--- src/rtl/team_06_pkg.sv ---
// Shared types and default constants for the team_06 voice control block.
package team_06_pkg;

  typedef enum logic [1:0] {
    IDLE   = 2'd0,
    LISTEN = 2'd1,
    TALK   = 2'd2,
    MUTE   = 2'd3
  } state_t;

  localparam int AUD_W_DEF      = 8;
  localparam int VAD_THRESH_DEF = 64;

endpackage

--- src/rtl/team_06_edge_det.sv ---
// Registered rising-edge detector for a pre-synchronised level button.
module team_06_edge_det (
  input  logic clk,
  input  logic nrst,
  input  logic btn_i,
  output logic rise_o
);

  logic prev_q;

  always_ff @(posedge clk or negedge nrst) begin
    if (!nrst) prev_q <= 1'b0;
    else       prev_q <= btn_i;
  end

  assign rise_o = btn_i & ~prev_q;

endmodule

--- src/rtl/team_06_voice_ctrl_fsm.sv ---
// Half-duplex voice arbiter: push-to-talk / voice-activated talk with hang timer,
// mute, noise-gate and effect-cycle buttons. Optional hysteresis via TEAM_06_VAD_HYST_EN.
module team_06_voice_ctrl_fsm
  import team_06_pkg::*;
#(
  parameter int AUD_W       = AUD_W_DEF,
  parameter int NUM_EFFECTS = 5,
  parameter int VAD_THRESH  = VAD_THRESH_DEF,
  parameter int VAD_HYST    = 8,
  parameter int HANG_CYCLES = 2048
) (
  input  logic                           clk,
  input  logic                           nrst,
  input  logic [AUD_W-1:0]               mic_aud,
  input  logic [AUD_W-1:0]               spk_aud,
  input  logic                           ng_en,
  input  logic                           ptt_en,
  input  logic                           effect,
  input  logic                           mute,
  output logic [1:0]                     state,
  output logic                           eff_en,
  output logic                           vol_en,
  output logic [$clog2(NUM_EFFECTS)-1:0] current_effect,
  output logic                           mute_tog,
  output logic                           noise_gate_tog
);

  localparam int EFF_W = $clog2(NUM_EFFECTS);
  localparam int CNT_W = (HANG_CYCLES > 0) ? $clog2(HANG_CYCLES + 1) : 1;
  localparam logic [CNT_W-1:0] HANG_LD  = CNT_W'(HANG_CYCLES);
  localparam logic [EFF_W-1:0] EFF_LAST = EFF_W'(NUM_EFFECTS - 1);
  localparam logic [AUD_W-1:0] OPEN_LVL = AUD_W'(VAD_THRESH);

  if (NUM_EFFECTS < 2 || VAD_HYST > VAD_THRESH) begin : g_bad_cfg
    $error("team_06_voice_ctrl_fsm: NUM_EFFECTS must be >= 2 and VAD_HYST <= VAD_THRESH");
  end

  state_t            state_q, state_d;
  logic [CNT_W-1:0]  hang_q, hang_d;
  logic [EFF_W-1:0]  eff_q, eff_d;
  logic              mute_tog_q, mute_tog_d;
  logic              ng_tog_q, ng_tog_d;
  logic              mute_rise, ng_rise, eff_rise;
  logic              vad_open, talk_req, spk_act;

  team_06_edge_det u_mute_ed (.clk(clk), .nrst(nrst), .btn_i(mute),   .rise_o(mute_rise));
  team_06_edge_det u_ng_ed   (.clk(clk), .nrst(nrst), .btn_i(ng_en),  .rise_o(ng_rise));
  team_06_edge_det u_eff_ed  (.clk(clk), .nrst(nrst), .btn_i(effect), .rise_o(eff_rise));

`ifdef TEAM_06_VAD_HYST_EN
  localparam logic [AUD_W-1:0] CLOSE_LVL = AUD_W'(VAD_THRESH - VAD_HYST);
  logic vad_q, vad_d;

  always_comb begin
    vad_d = vad_q;
    if (!ng_tog_q)                vad_d = 1'b0;
    else if (mic_aud >= OPEN_LVL) vad_d = 1'b1;
    else if (mic_aud < CLOSE_LVL) vad_d = 1'b0;
  end

  always_ff @(posedge clk or negedge nrst) begin
    if (!nrst) vad_q <= 1'b0;
    else       vad_q <= vad_d;
  end

  assign vad_open = vad_q;
`else
  assign vad_open = ng_tog_q & (mic_aud >= OPEN_LVL);
`endif

  assign talk_req = ptt_en | vad_open;
  assign spk_act  = (spk_aud != '0);

  always_comb begin
    mute_tog_d = mute_tog_q ^ mute_rise;
    ng_tog_d   = ng_tog_q ^ ng_rise;
    eff_d      = eff_q;
    if (eff_rise) eff_d = (eff_q == EFF_LAST) ? '0 : eff_q + 1'b1;
  end

  // Mute reacts on the cycle after the toggle latches, since it is taken from the register.
  always_comb begin
    state_d = state_q;
    hang_d  = hang_q;
    if (mute_tog_q) begin
      state_d = MUTE;
    end else begin
      case (state_q)
        MUTE: state_d = IDLE;
        IDLE: begin
          if (talk_req) begin
            state_d = TALK;
            hang_d  = HANG_LD;
          end else if (spk_act) begin
            state_d = LISTEN;
          end
        end
        LISTEN: begin
          if (talk_req) begin
            state_d = TALK;
            hang_d  = HANG_LD;
          end else if (!spk_act) begin
            state_d = IDLE;
          end
        end
        TALK: begin
          if (talk_req)           hang_d  = HANG_LD;
          else if (hang_q == '0)  state_d = spk_act ? LISTEN : IDLE;
          else                    hang_d  = hang_q - 1'b1;
        end
        default: state_d = IDLE;
      endcase
    end
  end

  always_ff @(posedge clk or negedge nrst) begin
    if (!nrst) begin
      state_q    <= IDLE;
      hang_q     <= '0;
      eff_q      <= '0;
      mute_tog_q <= 1'b0;
      ng_tog_q   <= 1'b0;
    end else begin
      state_q    <= state_d;
      hang_q     <= hang_d;
      eff_q      <= eff_d;
      mute_tog_q <= mute_tog_d;
      ng_tog_q   <= ng_tog_d;
    end
  end

  assign state          = state_q;
  assign eff_en         = (state_q == TALK) && (eff_q != '0);
  assign vol_en         = (state_q == LISTEN);
  assign current_effect = eff_q;
  assign mute_tog       = mute_tog_q;
  assign noise_gate_tog = ng_tog_q;

endmodule

--- config.mk ---
export PLATFORM = sky130hd
export DESIGN_NAME = team_06_voice_ctrl_fsm
export DESIGN_NICKNAME = d
export VERILOG_FILES = /design/src/rtl/team_06_pkg.sv /design/src/rtl/team_06_edge_det.sv /design/src/rtl/team_06_voice_ctrl_fsm.sv
export SDC_FILE = /design/constraint.sdc
export NUM_CORES = 1
export LEC_CHECK = 0
export CELL_PAD_IN_SITES_DETAIL_PLACEMENT = 1
export CELL_PAD_IN_SITES_GLOBAL_PLACEMENT = 2
export CORE_ASPECT_RATIO = 1.25
export CORE_MARGIN = 4
export CORE_UTILIZATION = 31
export CTS_BUF_LIST = sky130_fd_sc_hd__clkbuf_16
export DETAILED_ROUTE_END_ITERATION = 6
export PLACE_DENSITY_LB_ADDON = 0.1
export SLEW_MARGIN = 20
export SYNTH_ARGS = -nofsm -noshare
export SYNTH_HDL_FRONTEND = slang
export SYNTH_HIERARCHICAL = 1
export SYNTH_SLANG_ARGS = --single-unit
--- constraint.sdc ---
create_clock -name clk -period 3 [get_ports clk]
set_input_delay 0.3 -clock clk [delete_from_list [all_inputs] [get_ports clk]]
set_output_delay 0.3 -clock clk [all_outputs]
set_load 0.05 [all_outputs]
# Word-level counts from Yosys, hierarchy flattened

Cells that the tools add are included.

Logic and storage cells: 55
Input port bits: 22
Output and inout port bits: 9
Register bits: 22

Reduce and logical (&&, ||, !) cells: 9
Mux-type cells: 14
$add $sub $neg: 2
Bitwise logic cells: 11
Equal/unequal tests: 10
Magnitude comparators: 1

Operators by type and width:

| kind                                                                                 | count |
|---|---|
| 12-bit 2-to-1 mux                                                                    | 3 |
| 12-bit case mux with 2 select lines                                                  | 1 |
| 2-bit 2-to-1 mux                                                                     | 7 |
| 12-bit logical NOT                                                                   | 1 |
| 12-bit by 1-bit subtractor with 12-bit output (second input constant)                | 1 |
| 3-bit != test (second input constant)                                                | 3 |
| 8-bit by 7-bit greater-or-equal comparator with 1-bit output (second input constant) | 1 |
| 4-bit != test (second input constant)                                                | 2 |
| 2-bit case mux with 4 select lines                                                   | 1 |
| 4-bit AND reduction                                                                  | 2 |
| 8-bit nonzero test                                                                   | 1 |
| 1-bit bitwise AND                                                                    | 4 |
| 2-bit == test (second input constant)                                                | 2 |
| 1-bit NOT                                                                            | 4 |
| 3-bit by 1-bit adder with 3-bit output (second input constant)                       | 1 |
| 3-bit == test (second input constant)                                                | 1 |
| 3-bit 2-to-1 mux                                                                     | 1 |
| 3-bit nonzero test                                                                   | 1 |
| 2-bit by 1-bit == test with 1-bit output (second input constant)                     | 1 |
| 2-bit logical NOT                                                                    | 1 |
| 2-bit by 1-bit != test with 1-bit output (second input constant)                     | 1 |
| 2-bit nonzero test                                                                   | 1 |
| 2-bit OR reduction                                                                   | 1 |
| 1-bit bitwise XOR                                                                    | 2 |
| other kinds (3)                                                                      | 3 |

# Depth between registers and ports, before layout

Depth after elaboration: 6
Mapped depth: 7
Gate-level depth less buffers: 6

# Hierarchy

The synthesis kept the hierarchy.

By module, submodules not included:

| module                 | instances | cells an instance | sequential area each (µm²) | area an instance (µm²) |
|---|---|---|---|---|
| team_06_voice_ctrl_fsm | 1         | 114               | 475.5                      | 1,063.5 |
| team_06_edge_det       | 3         | 2                 | 25.0                       | 38.8 |

# Worst setup path after synthesis

OpenSTA, ideal clock, no wires.

Path type: register to output
Start: reg eff_q[0] (netlist: current_effect[0])
End: out eff_en
Arrival time: 1.765 ns
Stages on the path, launching flop included: 4
Path buffers: 0
Data required time: 2.700 ns
Path slack: 0.935 ns
Cell sequence: dfrtp_1 inv_1 ha_1 a21oi_1

Cells in the longest elaborated chain, start to end: 2

RTL lines:

| what                   | line                          | text |
|---|---|---|
| from (decl)            | team_06_voice_ctrl_fsm.sv:40  | `logic [EFF_W-1:0] eff_q, eff_d;` |
| from (signal assigned) | team_06_voice_ctrl_fsm.sv:120 | `eff_q <= '0;` |
| from (signal assigned) | team_06_voice_ctrl_fsm.sv:126 | `eff_q <= eff_d;` |
| 3-bit nonzero test     | team_06_voice_ctrl_fsm.sv:133 | `assign eff_en = (state_q == TALK) && (eff_q != '0);` |
| 1-bit logical AND      | team_06_voice_ctrl_fsm.sv:133 |  |
| to (decl)              | team_06_voice_ctrl_fsm.sv:21  | `output logic eff_en,` |

Every way passes these cells.

# Final worst setup path

Ends and elaborated chain as after synthesis.

==> flow_summary.toml <==
[timing]
setup_viol = 0
period_needed_ns = 2.176
tightest_slew_ns = 0.6767
fin_crit_sh_pct = 72.54
maxSlewHeadroom_pct = 54.47
hold_viol = 0
fmaxAchievable_ghz = 0.4595
finClkSkew_ns = 0.004312
tns_ns = 0
drv_slew = 0
grt_setup_unrepaired = "false"
hold_ws_ns = 0.4061

[routing]
ant_nets = 0
via_count = 1055
wirelength_um = 3127
drtIter0Drc = 18
drt_pass1_iterations = 4
drc = 0
wire_per_inst_um = 16.63
routed_via_density = 5.612

[setup_path]
end_kind = "output port"
path_class = "reg -> out"
slowest_delay_ns = 0.81
r2r_slack_ns = 0.84
cp-start-kind = "register"
required_ns = 2.70
slowest_stage = "clkdlybuf4s50_1"
path_cells = "inv_1, ha_1, a21oi_1, clkdlybuf4s50_1"
cp.depth = 4
crit_fanout = 3
critPathBufInv = 2
rr_worst_depth = 6
critical-path-top-delay-family = "buffers and inverters"
arrival_ns = 1.88

[clock_tree]
cts_setup_buffers = 0
root_buffer = "clkbuf_16"
clkSinkCount = 22
cts-buffers-inserted = 3
h-tree-depth = 1
clk_latency_ns = 0.25
cts_tree = "yes"
clkTransAtPathRegs_ns = 0.06
hold_buffers = 0
cts_buffer_depth = 2
post_cts_resized = 0

[global_routing]
grt_max_degree = 23
antenna_found_initial = 0
grt_pass1_wl_um = 5264
grtUsageTotal_pct = 13.32
first_global_vias = 1103
overflow = 0

[power]
pwr-share-clk_pct = 17.1
leakage_nw = 0.6276
power_density_nw_per_um2 = 1072
swShare_pct = 46.08
switchingPower_uw = 771.5
power_mw = 1.674
seqPwrFrac_pct = 32.0
p_int_uw = 902.9
p_comb_share_pct = 50.9
peakVddDrop_uv = 383.7

[logic_synthesis]
postSynthCellCount = 120
yosysTopAreaCell = "dfrtp_1"
synthTopCellsByCount = "dfrtp_1, a31oi_1, o21ai_0, inv_1, nand2_1"
synth_top_area_share_pct = 46.66
ys_types = 36
ys_ff_latch = 22
synthArstFlopShare_pct = 100.0
yosys_warnings = 6
syn_area_sq_um = 1180
synth_flop_cell = "dfrtp_1"
synth-seq-area-share_pct = 46.66
synth_edf_count = 0
ys_top_cells_by_area = "dfrtp_1, a31oi_1, ha_1, o21ai_0, nor2b_4"
synth_most_common_cell = "dfrtp_1"
syn_nets = 146
syn_avg_cell_area_sq_um = 9.832

[finish]
nets = 176
fillerInstances = 411
antenna_cells = 0
drive_above_1_share_pct = 8.725
fin_cells = 188
syn_to_final_growth_pct = 32.34

[die]
fp.dieW_um = 63.18
ios = 31
start_util_pct = 33.02
fp-row-count = 24
die_area_sq_um = 4863
design.core.area_sq_um = 3573
die_y_um = 76.98

[run]
drv_cap = 0

[placed_design]
io_buffers = 24
place.gp.congestion = 0.7797
dp_hpwl_um = 2292
dp.cells = 184

[outcome]
status = "finished clean"

[hold_path]
hp-class = "in -> async"
-- layout make-up --
class                           instances  area, sq um  share of cell area [%]
Timing Repair Buffer                   27        262.8                   16.83
Sequential cell                        22        550.5                   35.26
Multi-Input combinational cell         88        590.6                   37.82
Inverter                                8        30.03                   1.923
Tap cell                               39        48.80                   3.125
Clock inverter                          1        3.754                  0.2404
Clock buffer                            3        75.07                   4.808
-- worst paths after layout --
check,start,end
setup / recovery,current_effect[0],eff_en
hold / removal,nrst,u_eff_ed/prev_q
max in group asynchronous,nrst,hang_q[3]
min in group clk,noise_gate_tog,noise_gate_tog
hold reg to reg,noise_gate_tog,noise_gate_tog
setup reg to reg,hang_q[0],hang_q[3]
-- sequential cells by signal, summed over array words and instances, names as in the netlist --
register and count:
noise_gate_tog 1, state 2, u_eff_ed/prev_q 1, current_effect 3, mute_tog 1, hang_q 12
u_ng_ed/prev_q 1, u_mute_ed/prev_q 1
-- logic make-up (layout without fill, tap and decap cells) --
group / after synthesis / in the layout / synth area share [%]
flops: 22 / 22 / 46.66
mux: 1 / 1 / 0.8484
xor+xnor: 2 / 2 / 1.485
buf+inv: 10 / 39 / 3.287
simple gates: 47 / 47 / 25.13
fa+ha+maj: 4 / 4 / 4.242
compound gates: 34 / 34 / 18.35
-- per-stage QoR --
stage | setup slack, ns | util (%) | area (sq um)
2_1_floorplan | 0.9354 | - | 1180
3_3_place_gp | 0.7376 | 41.49 | 1483
3_5_place_dp | 0.7227 | 41.49 | 1483
4_1_cts | 0.8103 | 43.70 | 1562
5_1_grt | 0.6109 | 43.70 | 1562
6_report | 0.8239 | 43.70 | 1562
-- power groups by stage --
| stage | logic, mW | registers (mW) | clock network (mW) |
|---|---|---|---|
| after global routing | 0.934 | 0.557 | 0.312 |
| after floorplan | 0.444 | 0.655 | 0 |
| after detailed placement | 0.857 | 0.540 | 0 |
| after global placement | 0.840 | 0.532 | 0 |
| after CTS | 0.860 | 0.535 | 0.295 |
| final | 0.853 | 0.535 | 0.287 |
-- metal layers --
| layer | up-vias | routed length (um) | GRT usage (%) |
|---|---|---|---|
| met5 | - | 0 | 0 |
| met1 | 536 | 1343 | 16.13 |
| met4 | 0 | 8 | 2.592 |
| met3 | 2 | 74 | 2.047 |
| met2 | 12 | 1701 | 24.71 |
| li1 | 505 | - | - |
-- placed cells by master (no fill, tap or decap), types with 2 or more instances in the layout --
master	synthesis	layout
ha_1	4	4
nor4b_1	2	2
clkdlybuf4s50_1	0	24
nand2b_1	5	5
a31oi_1	12	12
buf_4	0	3
inv_1	8	8
a32oi_1	2	2
o21ai_0	10	10
or4_1	2	2
nand2_1	7	7
nand3_1	6	6
dfrtp_1	22	22
nor3_1	5	5
xor2_1	2	2
clkbuf_16	0	3
a211oi_1	2	2
nor4_1	4	4
nor2_1	5	5
nor2b_4	3	3
No activity file was read; power rests on OpenSTA's default activity.
